### src/rtl/dmem_arbiter_if.sv
// Data-memory arbiter bus: CPU MEM-stage port, debug/loader port, SRAM port.
// Ports: slave = arbiter side, master = requesters + memory side.
interface dmem_arbiter_if;
  logic        cpu_req;
  logic        cpu_we;
  logic [31:0] cpu_addr;
  logic [31:0] cpu_wdata;
  logic        cpu_stall;
  logic [31:0] cpu_rdata;
  logic        cpu_rvalid;

  logic        dbg_req;
  logic        dbg_we;
  logic        dbg_lock;
  logic [31:0] dbg_addr;
  logic [31:0] dbg_wdata;
  logic        dbg_gnt;
  logic [31:0] dbg_rdata;
  logic        dbg_rvalid;

  logic        mem_en;
  logic        mem_we;
  logic [31:0] mem_addr;
  logic [31:0] mem_wdata;
  logic [31:0] mem_rdata;

  modport slave (
    input  cpu_req, cpu_we, cpu_addr, cpu_wdata,
    output cpu_stall, cpu_rdata, cpu_rvalid,
    input  dbg_req, dbg_we, dbg_lock,
    input  dbg_addr, dbg_wdata,
    output dbg_gnt, dbg_rdata, dbg_rvalid,
    output mem_en, mem_we, mem_addr, mem_wdata,
    input  mem_rdata
  );

  modport master (
    output cpu_req, cpu_we, cpu_addr, cpu_wdata,
    input  cpu_stall, cpu_rdata, cpu_rvalid,
    output dbg_req, dbg_we, dbg_lock,
    output dbg_addr, dbg_wdata,
    input  dbg_gnt, dbg_rdata, dbg_rvalid,
    input  mem_en, mem_we, mem_addr, mem_wdata,
    output mem_rdata
  );
endinterface

### src/rtl/dmem_arbiter.sv
// Two-requester data-memory arbiter (CPU vs debug) with bounded CPU priority
// and a debug bus lock. Ports: clk, rst_n (async, active-low), bus (slave
// modport of dmem_arbiter_if), stall_cnt (stall-cycle counter, only counts
// when DMEM_ARB_PERF_EN is defined, else constant 0).
module dmem_arbiter #(
  parameter int MAX_HOLD = 4
) (
  input  logic              clk,
  input  logic              rst_n,
  dmem_arbiter_if.slave     bus,
  output logic [31:0]       stall_cnt
);

  typedef enum logic {ARB, LOCKED} state_t;

  state_t     state_q, state_d;
  logic [3:0] hold_q, hold_d;
  logic       cpu_rv_q, dbg_rv_q;
  logic       cpu_gnt, dbg_gnt;
  logic       locked;
  logic       hold_max;

  // Lock only holds while dbg_lock stays high; the release cycle
  // already arbitrates normally.
  assign locked   = (state_q == LOCKED) && bus.dbg_lock;
  assign hold_max = (hold_q == 4'(MAX_HOLD));

  always_comb begin
    cpu_gnt = 1'b0;
    dbg_gnt = 1'b0;
    if (!rst_n) begin
      cpu_gnt = 1'b0;
      dbg_gnt = 1'b0;
    end else if (locked) begin
      dbg_gnt = bus.dbg_req;
    end else begin
      cpu_gnt = bus.cpu_req & ~(bus.dbg_req & hold_max);
      dbg_gnt = bus.dbg_req & ~cpu_gnt;
    end
  end

  always_comb begin
    state_d = state_q;
    hold_d  = hold_q;
    if (locked || (dbg_gnt && bus.dbg_lock)) begin
      state_d = LOCKED;
    end else begin
      state_d = ARB;
    end
    if (dbg_gnt || !bus.dbg_req) begin
      hold_d = 4'd0;
    end else if (cpu_gnt && !hold_max) begin
      hold_d = hold_q + 4'd1;
    end
  end

  always_ff @(posedge clk or negedge rst_n) begin
    if (!rst_n) begin
      state_q  <= ARB;
      hold_q   <= 4'd0;
      cpu_rv_q <= 1'b0;
      dbg_rv_q <= 1'b0;
    end else begin
      state_q  <= state_d;
      hold_q   <= hold_d;
      cpu_rv_q <= cpu_gnt & ~bus.cpu_we;
      dbg_rv_q <= dbg_gnt & ~bus.dbg_we;
    end
  end

  always_comb begin
    bus.mem_we    = 1'b0;
    bus.mem_addr  = '0;
    bus.mem_wdata = '0;
    unique case (1'b1)
      cpu_gnt: begin
        bus.mem_we    = bus.cpu_we;
        bus.mem_addr  = bus.cpu_addr;
        bus.mem_wdata = bus.cpu_wdata;
      end
      dbg_gnt: begin
        bus.mem_we    = bus.dbg_we;
        bus.mem_addr  = bus.dbg_addr;
        bus.mem_wdata = bus.dbg_wdata;
      end
      default: begin
        bus.mem_we    = 1'b0;
        bus.mem_addr  = '0;
        bus.mem_wdata = '0;
      end
    endcase
  end

  assign bus.mem_en     = cpu_gnt | dbg_gnt;
  assign bus.cpu_stall  = rst_n & bus.cpu_req & ~cpu_gnt;
  assign bus.dbg_gnt    = dbg_gnt;
  assign bus.cpu_rvalid = cpu_rv_q;
  assign bus.dbg_rvalid = dbg_rv_q;
  assign bus.cpu_rdata  = bus.mem_rdata;
  assign bus.dbg_rdata  = bus.mem_rdata;

`ifdef DMEM_ARB_PERF_EN
  logic [31:0] stall_cnt_q, stall_cnt_d;

  assign stall_cnt_d = stall_cnt_q + 32'd1;

  always_ff @(posedge clk or negedge rst_n) begin
    if (!rst_n) begin
      stall_cnt_q <= '0;
    end else if (bus.cpu_stall) begin
      stall_cnt_q <= stall_cnt_d;
    end
  end

  assign stall_cnt = stall_cnt_q;
`else
  assign stall_cnt = '0;
`endif

endmodule

### src/flat_wrapper.sv
// flat-port wrapper written by rule: the top's interface ports become plain ports
module dmem_arbiter_flat 
#(
  parameter int MAX_HOLD = 4
)
  (clk, rst_n, stall_cnt, bus_cpu_req, bus_cpu_we, bus_cpu_addr, bus_cpu_wdata, bus_cpu_stall, bus_cpu_rdata, bus_cpu_rvalid, bus_dbg_req, bus_dbg_we, bus_dbg_lock, bus_dbg_addr, bus_dbg_wdata, bus_dbg_gnt, bus_dbg_rdata, bus_dbg_rvalid, bus_mem_en, bus_mem_we, bus_mem_addr, bus_mem_wdata, bus_mem_rdata);
  dmem_arbiter_if bus_i ();
  input  logic clk;
  input  logic rst_n;
  output logic [31:0] stall_cnt;
  input wire logic [$bits(bus_i.cpu_req)-1:0] bus_cpu_req;
  input wire logic [$bits(bus_i.cpu_we)-1:0] bus_cpu_we;
  input wire logic [$bits(bus_i.cpu_addr)-1:0] bus_cpu_addr;
  input wire logic [$bits(bus_i.cpu_wdata)-1:0] bus_cpu_wdata;
  output wire logic [$bits(bus_i.cpu_stall)-1:0] bus_cpu_stall;
  output wire logic [$bits(bus_i.cpu_rdata)-1:0] bus_cpu_rdata;
  output wire logic [$bits(bus_i.cpu_rvalid)-1:0] bus_cpu_rvalid;
  input wire logic [$bits(bus_i.dbg_req)-1:0] bus_dbg_req;
  input wire logic [$bits(bus_i.dbg_we)-1:0] bus_dbg_we;
  input wire logic [$bits(bus_i.dbg_lock)-1:0] bus_dbg_lock;
  input wire logic [$bits(bus_i.dbg_addr)-1:0] bus_dbg_addr;
  input wire logic [$bits(bus_i.dbg_wdata)-1:0] bus_dbg_wdata;
  output wire logic [$bits(bus_i.dbg_gnt)-1:0] bus_dbg_gnt;
  output wire logic [$bits(bus_i.dbg_rdata)-1:0] bus_dbg_rdata;
  output wire logic [$bits(bus_i.dbg_rvalid)-1:0] bus_dbg_rvalid;
  output wire logic [$bits(bus_i.mem_en)-1:0] bus_mem_en;
  output wire logic [$bits(bus_i.mem_we)-1:0] bus_mem_we;
  output wire logic [$bits(bus_i.mem_addr)-1:0] bus_mem_addr;
  output wire logic [$bits(bus_i.mem_wdata)-1:0] bus_mem_wdata;
  input wire logic [$bits(bus_i.mem_rdata)-1:0] bus_mem_rdata;
  assign bus_i.cpu_req = bus_cpu_req;
  assign bus_i.cpu_we = bus_cpu_we;
  assign bus_i.cpu_addr = bus_cpu_addr;
  assign bus_i.cpu_wdata = bus_cpu_wdata;
  assign bus_cpu_stall = bus_i.cpu_stall;
  assign bus_cpu_rdata = bus_i.cpu_rdata;
  assign bus_cpu_rvalid = bus_i.cpu_rvalid;
  assign bus_i.dbg_req = bus_dbg_req;
  assign bus_i.dbg_we = bus_dbg_we;
  assign bus_i.dbg_lock = bus_dbg_lock;
  assign bus_i.dbg_addr = bus_dbg_addr;
  assign bus_i.dbg_wdata = bus_dbg_wdata;
  assign bus_dbg_gnt = bus_i.dbg_gnt;
  assign bus_dbg_rdata = bus_i.dbg_rdata;
  assign bus_dbg_rvalid = bus_i.dbg_rvalid;
  assign bus_mem_en = bus_i.mem_en;
  assign bus_mem_we = bus_i.mem_we;
  assign bus_mem_addr = bus_i.mem_addr;
  assign bus_mem_wdata = bus_i.mem_wdata;
  assign bus_i.mem_rdata = bus_mem_rdata;
  dmem_arbiter #(.MAX_HOLD(MAX_HOLD)) u_core (.clk(clk), .rst_n(rst_n), .bus(bus_i), .stall_cnt(stall_cnt));
endmodule
### config.mk
export PLATFORM = sky130hd
export DESIGN_NAME = dmem_arbiter_flat
export DESIGN_NICKNAME = d
export VERILOG_FILES = /design/src/rtl/dmem_arbiter_if.sv /design/src/rtl/dmem_arbiter.sv /design/src/flat_wrapper.sv
export SDC_FILE = /design/constraint.sdc
export NUM_CORES = 1
export LEC_CHECK = 0
export CORE_AREA = 2 2 128 130
export CTS_CLUSTER_SIZE = 28
export DETAILED_ROUTE_END_ITERATION = 10
export DIE_AREA = 0 0 130 132
export GPL_ROUTABILITY_DRIVEN = 0
export PLACE_DENSITY = 0.59
export SLEW_MARGIN = 20
export SYNTH_ARGS = -nofsm -noshare
export SYNTH_HDL_FRONTEND = slang
export SYNTH_SLANG_ARGS = --single-unit
export TNS_END_PERCENT = 30
### constraint.sdc
create_clock -name clk -period 3.03 [get_ports clk]
set_input_delay 0.909 -clock clk [delete_from_list [all_inputs] [get_ports clk]]
set_output_delay 0.909 -clock clk [all_outputs]
set_load 0.05 [all_outputs]
# --- Word-level counts from Yosys, hierarchy flattened ---
# Index checks and enable logic that the tools add are counted.
word_totals:
  in_bits: 167
  wordCells: 37
  reg_bits: 7
op_classes:
  addsub: 1
  n_bitwise: 13
  reduce_logical: 8
  n_eq_ne: 1
  n_mux: 10
op_table:
  columns: ["operator", "count"]
  rows:
  - ["$pmux W32 S2", 2]
  - ["$mux W4", 2]
  - ["$and A1 B1 Y1", 7]
  - ["$mux W1", 5]
  - ["$not A1 Y1", 5]
  - ["$add A4 B1 Y4 const B", 1]
  - ["$eq A4 B3 Y1 const B", 1]
  - ["$logic_and A1 B1 Y1", 3]
  - ["$logic_not A1 Y1", 2]
  - ["$logic_or A1 B1 Y1", 2]
  - ["$pmux W1 S2", 1]
  - ["$reduce_bool A2 Y1", 1]
  - ["$or A1 B1 Y1", 1]

# --- Depth between registers and ports, before layout ---
logic_depth:
  ltp_word: 11
  depth_mapped: 7
  mapped_depth_nobuf: 5

# --- Worst setup path after synthesis ---
# No wires, ideal clock.
synth_timing:
  path_kind: "input port to output port"
  from: "in bus_dbg_req"
  to: "out bus_mem_addr[0]"
  cell_stages: 6
  t_arrival_ns: 2.901
  setup_slack_ns: -0.780
  cell_sequence: "buf_2 and4b_1 buf_2 buf_2 o211ai_1 a21boi_0"
synth_between:
  elab_chain_cells: 8
synth_lines:
  columns: ["item", "line_no", "rtl"]
  rows:
  - ["start, declared", "flat_wrapper.sv:18", "input wire logic [$bits(bus_i.dbg_req)-1:0] bus_dbg_req;"]
  - ["$and A1 B1 Y1", "dmem_arbiter.sv:37", "cpu_gnt = bus.cpu_req & ~(bus.dbg_req & hold_max);"]
  - ["$not A1 Y1", "dmem_arbiter.sv:37", null]
  - ["$and A1 B1 Y1", "dmem_arbiter.sv:37", null]
  - ["$not A1 Y1", "dmem_arbiter.sv:38", "dbg_gnt = bus.dbg_req & ~cpu_gnt;"]
  - ["$and A1 B1 Y1", "dmem_arbiter.sv:38", null]
  - ["$mux W1", "dmem_arbiter.sv:34", "end else if (locked) begin"]
  - ["$mux W1", "dmem_arbiter.sv:31", "if (!rst_n) begin"]
  - ["$pmux W32 S2 (*)", "dmem_arbiter.sv:75", "unique case (1'b1)"]
  - ["end, declared", "flat_wrapper.sv:28", "output wire logic [$bits(bus_i.mem_addr)-1:0] bus_mem_addr;"]
# Mark *: on every way between the ends. The rest lies on a longest branch, timed or not.

# --- Final worst setup path ---
layout_timing:
  from: "in bus_dbg_req"
  to: "out bus_mem_wdata[19]"
layout_between:
  elab_chain_cells: 8
layout_lines:
  columns: ["item", "line_no", "rtl"]
  rows:
  - ["$and A1 B1 Y1", "dmem_arbiter.sv:37", null]
  - ["$not A1 Y1", "dmem_arbiter.sv:37", null]
  - ["$and A1 B1 Y1", "dmem_arbiter.sv:37", null]
  - ["$not A1 Y1", "dmem_arbiter.sv:38", null]
  - ["$and A1 B1 Y1", "dmem_arbiter.sv:38", null]
  - ["$mux W1", "dmem_arbiter.sv:34", null]
  - ["$mux W1", "dmem_arbiter.sv:31", null]
  - ["$pmux W32 S2 (*)", "dmem_arbiter.sv:75", null]
  - ["end, declared", "flat_wrapper.sv:29", "output wire logic [$bits(bus_i.mem_wdata)-1:0] bus_mem_wdata;"]
# Marked as above.

==> summary.md <==
| Metric | Value |
|---|---|
| CP Max Fanout | `7` |
| Diodes inserted | `0` |
| Layout cells sized above 1 | `39.8%` |
| Hold Vio Cnt, Final | `0` |
| NumNets Final | `~690` |
| Chip height | `132 um` |
| Post-synth EDFFs | `0` |
| First-pass GRT wire length | `18600 um` |
| Core area | `~16000 um^2` |
| Clk_lat worst skew | `between 0.2 and 0.25 ns` |
| Synth area leaders | `buf_4 27%, a21boi_0 19%, o211ai_1 19%` |
| GR Util All Layers | `a little over an eighth` |
| Hold Slack | `around 0.60 ns` |
| CTS tree | `done` |
| CP max stage cell | `and4b_4` |
| Setup crit end kind | `output pin` |
| Slew margin rel. | `66.6%` |
| Worst path arrival time | `around 2.1 ns` |
| CP max stage delay | `about 0.28 ns` |
| Antenna violations before repair | `0` |
| Yosys warns | `0` |
| Synthesized area per cell | `approximately 7 um^2` |
| Ys async rst share | `100%` |
| Clock Root Buffer | `clkbuf_16` |
| Num rows | `46` |
| Non-filler cells, final | `between 700 and 800` |
| Final ANT Viol Nets | `0` |
| Die area | `17200 um^2` |
| GRT Residual Overflow | `0` |
| Final Util | `39.2%` |
| Tmin final | `approximately 3.0 ns` |
| Top cell type's share of synthesized area | `roughly 27%` |
| Via count | `approximately 3400` |
| Area grow syn2layout | `135%` |
| Number of global-route vias before repair | `3342` |
| Max clock buf depth | `2` |
| Leak | `~2.3 nW` |
| Most used routing layer | `met2` |
| I/O Buffers | `between 200 and 250` |
| Avg WL per Cell | `a little under 20 um` |
| Post-Synthesis Cell Area | `2620 um^2` |
| Largest net degree at the start of global routing | `48` |
| Register area share after synthesis | `about 6.7%` |
| Post-synthesis sequential element count | `7` |
| Number of levels in the clock H-tree | `1` |
| # DRC | `0` |
| Met3 Resource Use GR | `under 10%` |
| Num Clock Sinks | `7` |
| Number of distinct library cells after synthesis | `28` |
| DR vias/cell | `around 4.7` |
| Status | `finished clean` |
| Count of pins over their slew limit | `0` |
| Total Power | `1.37 mW` |
| Post-synthesis cell count | `380` |
| I/O pin count | `approximately 330` |
| Initial DRC Count | `~150` |
| Achievable frequency | `about 330 MHz` |
| DP HPWL | `9170 um` |
| Max Cap Viol | `0` |
| PD cells | `approximately 220 nW/um^2` |
| Cell taking the most area after synthesis | `buf_4` |
| Final setup viols | `0` |
| Critical Path Start Type | `primary input` |
| Initial Util | `between 10% and 20%` |
| Clock Pin Slew Worst Setup and Hold Paths | `about 0.040 ns` |
| RSZ-0062 raised after global routing | `true` |
| Hold Path Class | `flop to flop` |
| M2 GR Usage | `23.6%` |
| CP delay by family, top | `buffers and inverters` |
| Tightest Pin Transition | `approximately 0.50 ns` |
| Crit-path cells | `buf_8 > and4b_4 > buf_12 > clkbuf_16 > o211ai_1 > a21boi_2 > buf_12` |
| Buffers & Inverters on Critical Path | `4` |
| Number of buffers created by CTS | `3` |
| Fin crit share | `between 90 and 100%` |
| Worst vdd ir | `~0.22 mV` |
| Synth Flop Type | `dfrtp_1` |
| Dpl cells | `between 700 and 800` |
| WS Path Type | `primary input to output pin` |
| Final WL | `14400 um` |
| Layout Skew | `a little under 0.0009 ns` |
| Die width | `130 um` |
| CP most frequent cell | `buf_12` |
| GRT met1 Usage | `roughly 16%` |
| DRT Pass-1 Iters | `5` |
| Crit path required time | `approximately 2.1 ns` |
==> path summary, 6_finish.rpt <==
kind / start / endpoint / slack (ns) / depth (start not counted)
worst max-delay path: bus_dbg_req / bus_mem_wdata[19] / 0.04 / 7
worst min-delay path: u_core.hold_q[1] / u_core.hold_q[1] / 0.60 / 2
worst max register to register: u_core.hold_q[0] / u_core.hold_q[3] / 1.02 / 7
worst min register to register: u_core.hold_q[1] / u_core.hold_q[1] / 0.60 / 2
max in group asynchronous: rst_n / u_core.hold_q[3] / 2.17 / 2
min in group asynchronous: rst_n / u_core.bus.dbg_rvalid / 0.66 / 2
==> worst reg2reg max path, stage by stage (launching register included) <==
cell and delay, ns:
dfrtp_1 0.40, inv_1 0.08, ha_1 0.22, and4b_4 0.24, buf_12 0.15, buf_6 0.14
or4_1 0.51, a31oi_1 0.18
==> timing repair <==
| item | in CTS | in global routing |
|---|---|---|
| hold buffers | 0 | 0 |
| gates resized for setup | 27 | 27 |
| pin swaps | 13 | 37 |
| setup buffers | 2 | 3 |
| gates cloned | 2 | 13 |
| endpoints found under the setup margin | 68 | 66 |
| hold endpoints to repair | 0 | 0 |
==> power breakdown <==
part	total, mW	internal, mW	leakage (nW)	switching (mW)
combinational	1.04	0.512	2.16	0.532
clock	0.225	0.175	0.0382	0.0498
sequential	0.0994	0.0966	0.0960	0.00281
==> stage by stage <==
stage | setup slack, ns | instance area, um^2 | TNS, ns
finish | 0.0394 | 6160 | 0
global route | -0.00833 | 6160 | -0.0705
CTS | -0.0309 | 5710 | -0.159
detailed placement | -0.362 | 5460 | -19.56
global placement | -0.336 | 5460 | -18.27
floorplan | -0.208 | 3110 | -5.87
==> cells by family after synthesis <==
kind of cell,share of synthesized area [%]
buffers and inverters,35.2
AOI/OAI and AO/OA,39.9
and+or+nand+nor,17.2
DFF,6.68
adders and majority gates,0.954
other,0.143
==> routing by layer <==
metal | routed length, um | up-vias
met1 | 5870 | 1633
met3 | 1150 | 36
met5 | 0 | -
li1 | - | 1544
met4 | 312 | 0
met2 | 7100 | 199
==> state kept, by name (all words and copies together) (netlist names) <==
| signal | cells |
|---|---|
| u_core.bus.cpu_rvalid | 1 |
| u_core.state_q | 1 |
| u_core.hold_q | 4 |
| u_core.bus.dbg_rvalid | 1 |
==> cell usage in the layout (no fill, tap or decap), types with 3 or more instances in the layout <==
cell               n
nand2_1            4
clkbuf_16         14
o211ai_1          65
dfrtp_1            7
a21boi_4          21
buf_6              5
nand4_1            3
inv_1              3
buf_12            79
clkdlybuf4s50_1  132
buf_4              9
nand3_2           22
buf_16             4
conb_1            32
a21boi_2          46
nand2b_1           4
nand3_1           43
a21oi_1            3
==> cells in the mapped netlist, types with 2 or more instances <==
master	count
clkbuf_1	28
nand3_1	66
inv_1	3
nand4_1	3
nand4b_1	2
nor2_1	2
o211ai_1	65
buf_4	96
a21oi_1	3
dfrtp_1	7
nand2b_1	4
a21boi_0	66
nand2_1	4
ha_1	2
buf_2	16
==> area by class of cell <==
| cell class | instances | area [um^2] |
|---|---|---|
| Clock buffer | 4 | 78.8 |
| Fill cell | 1560 | 9550 |
| Multi-Input combinational cell | 260 | 2180 |
| Inverter | 3 | 11.3 |
| Sequential cell | 7 | 175 |
| Timing Repair Buffer | 243 | 3450 |
| Tap cell | 216 | 270 |
Power figures use the tool's default switching activity.
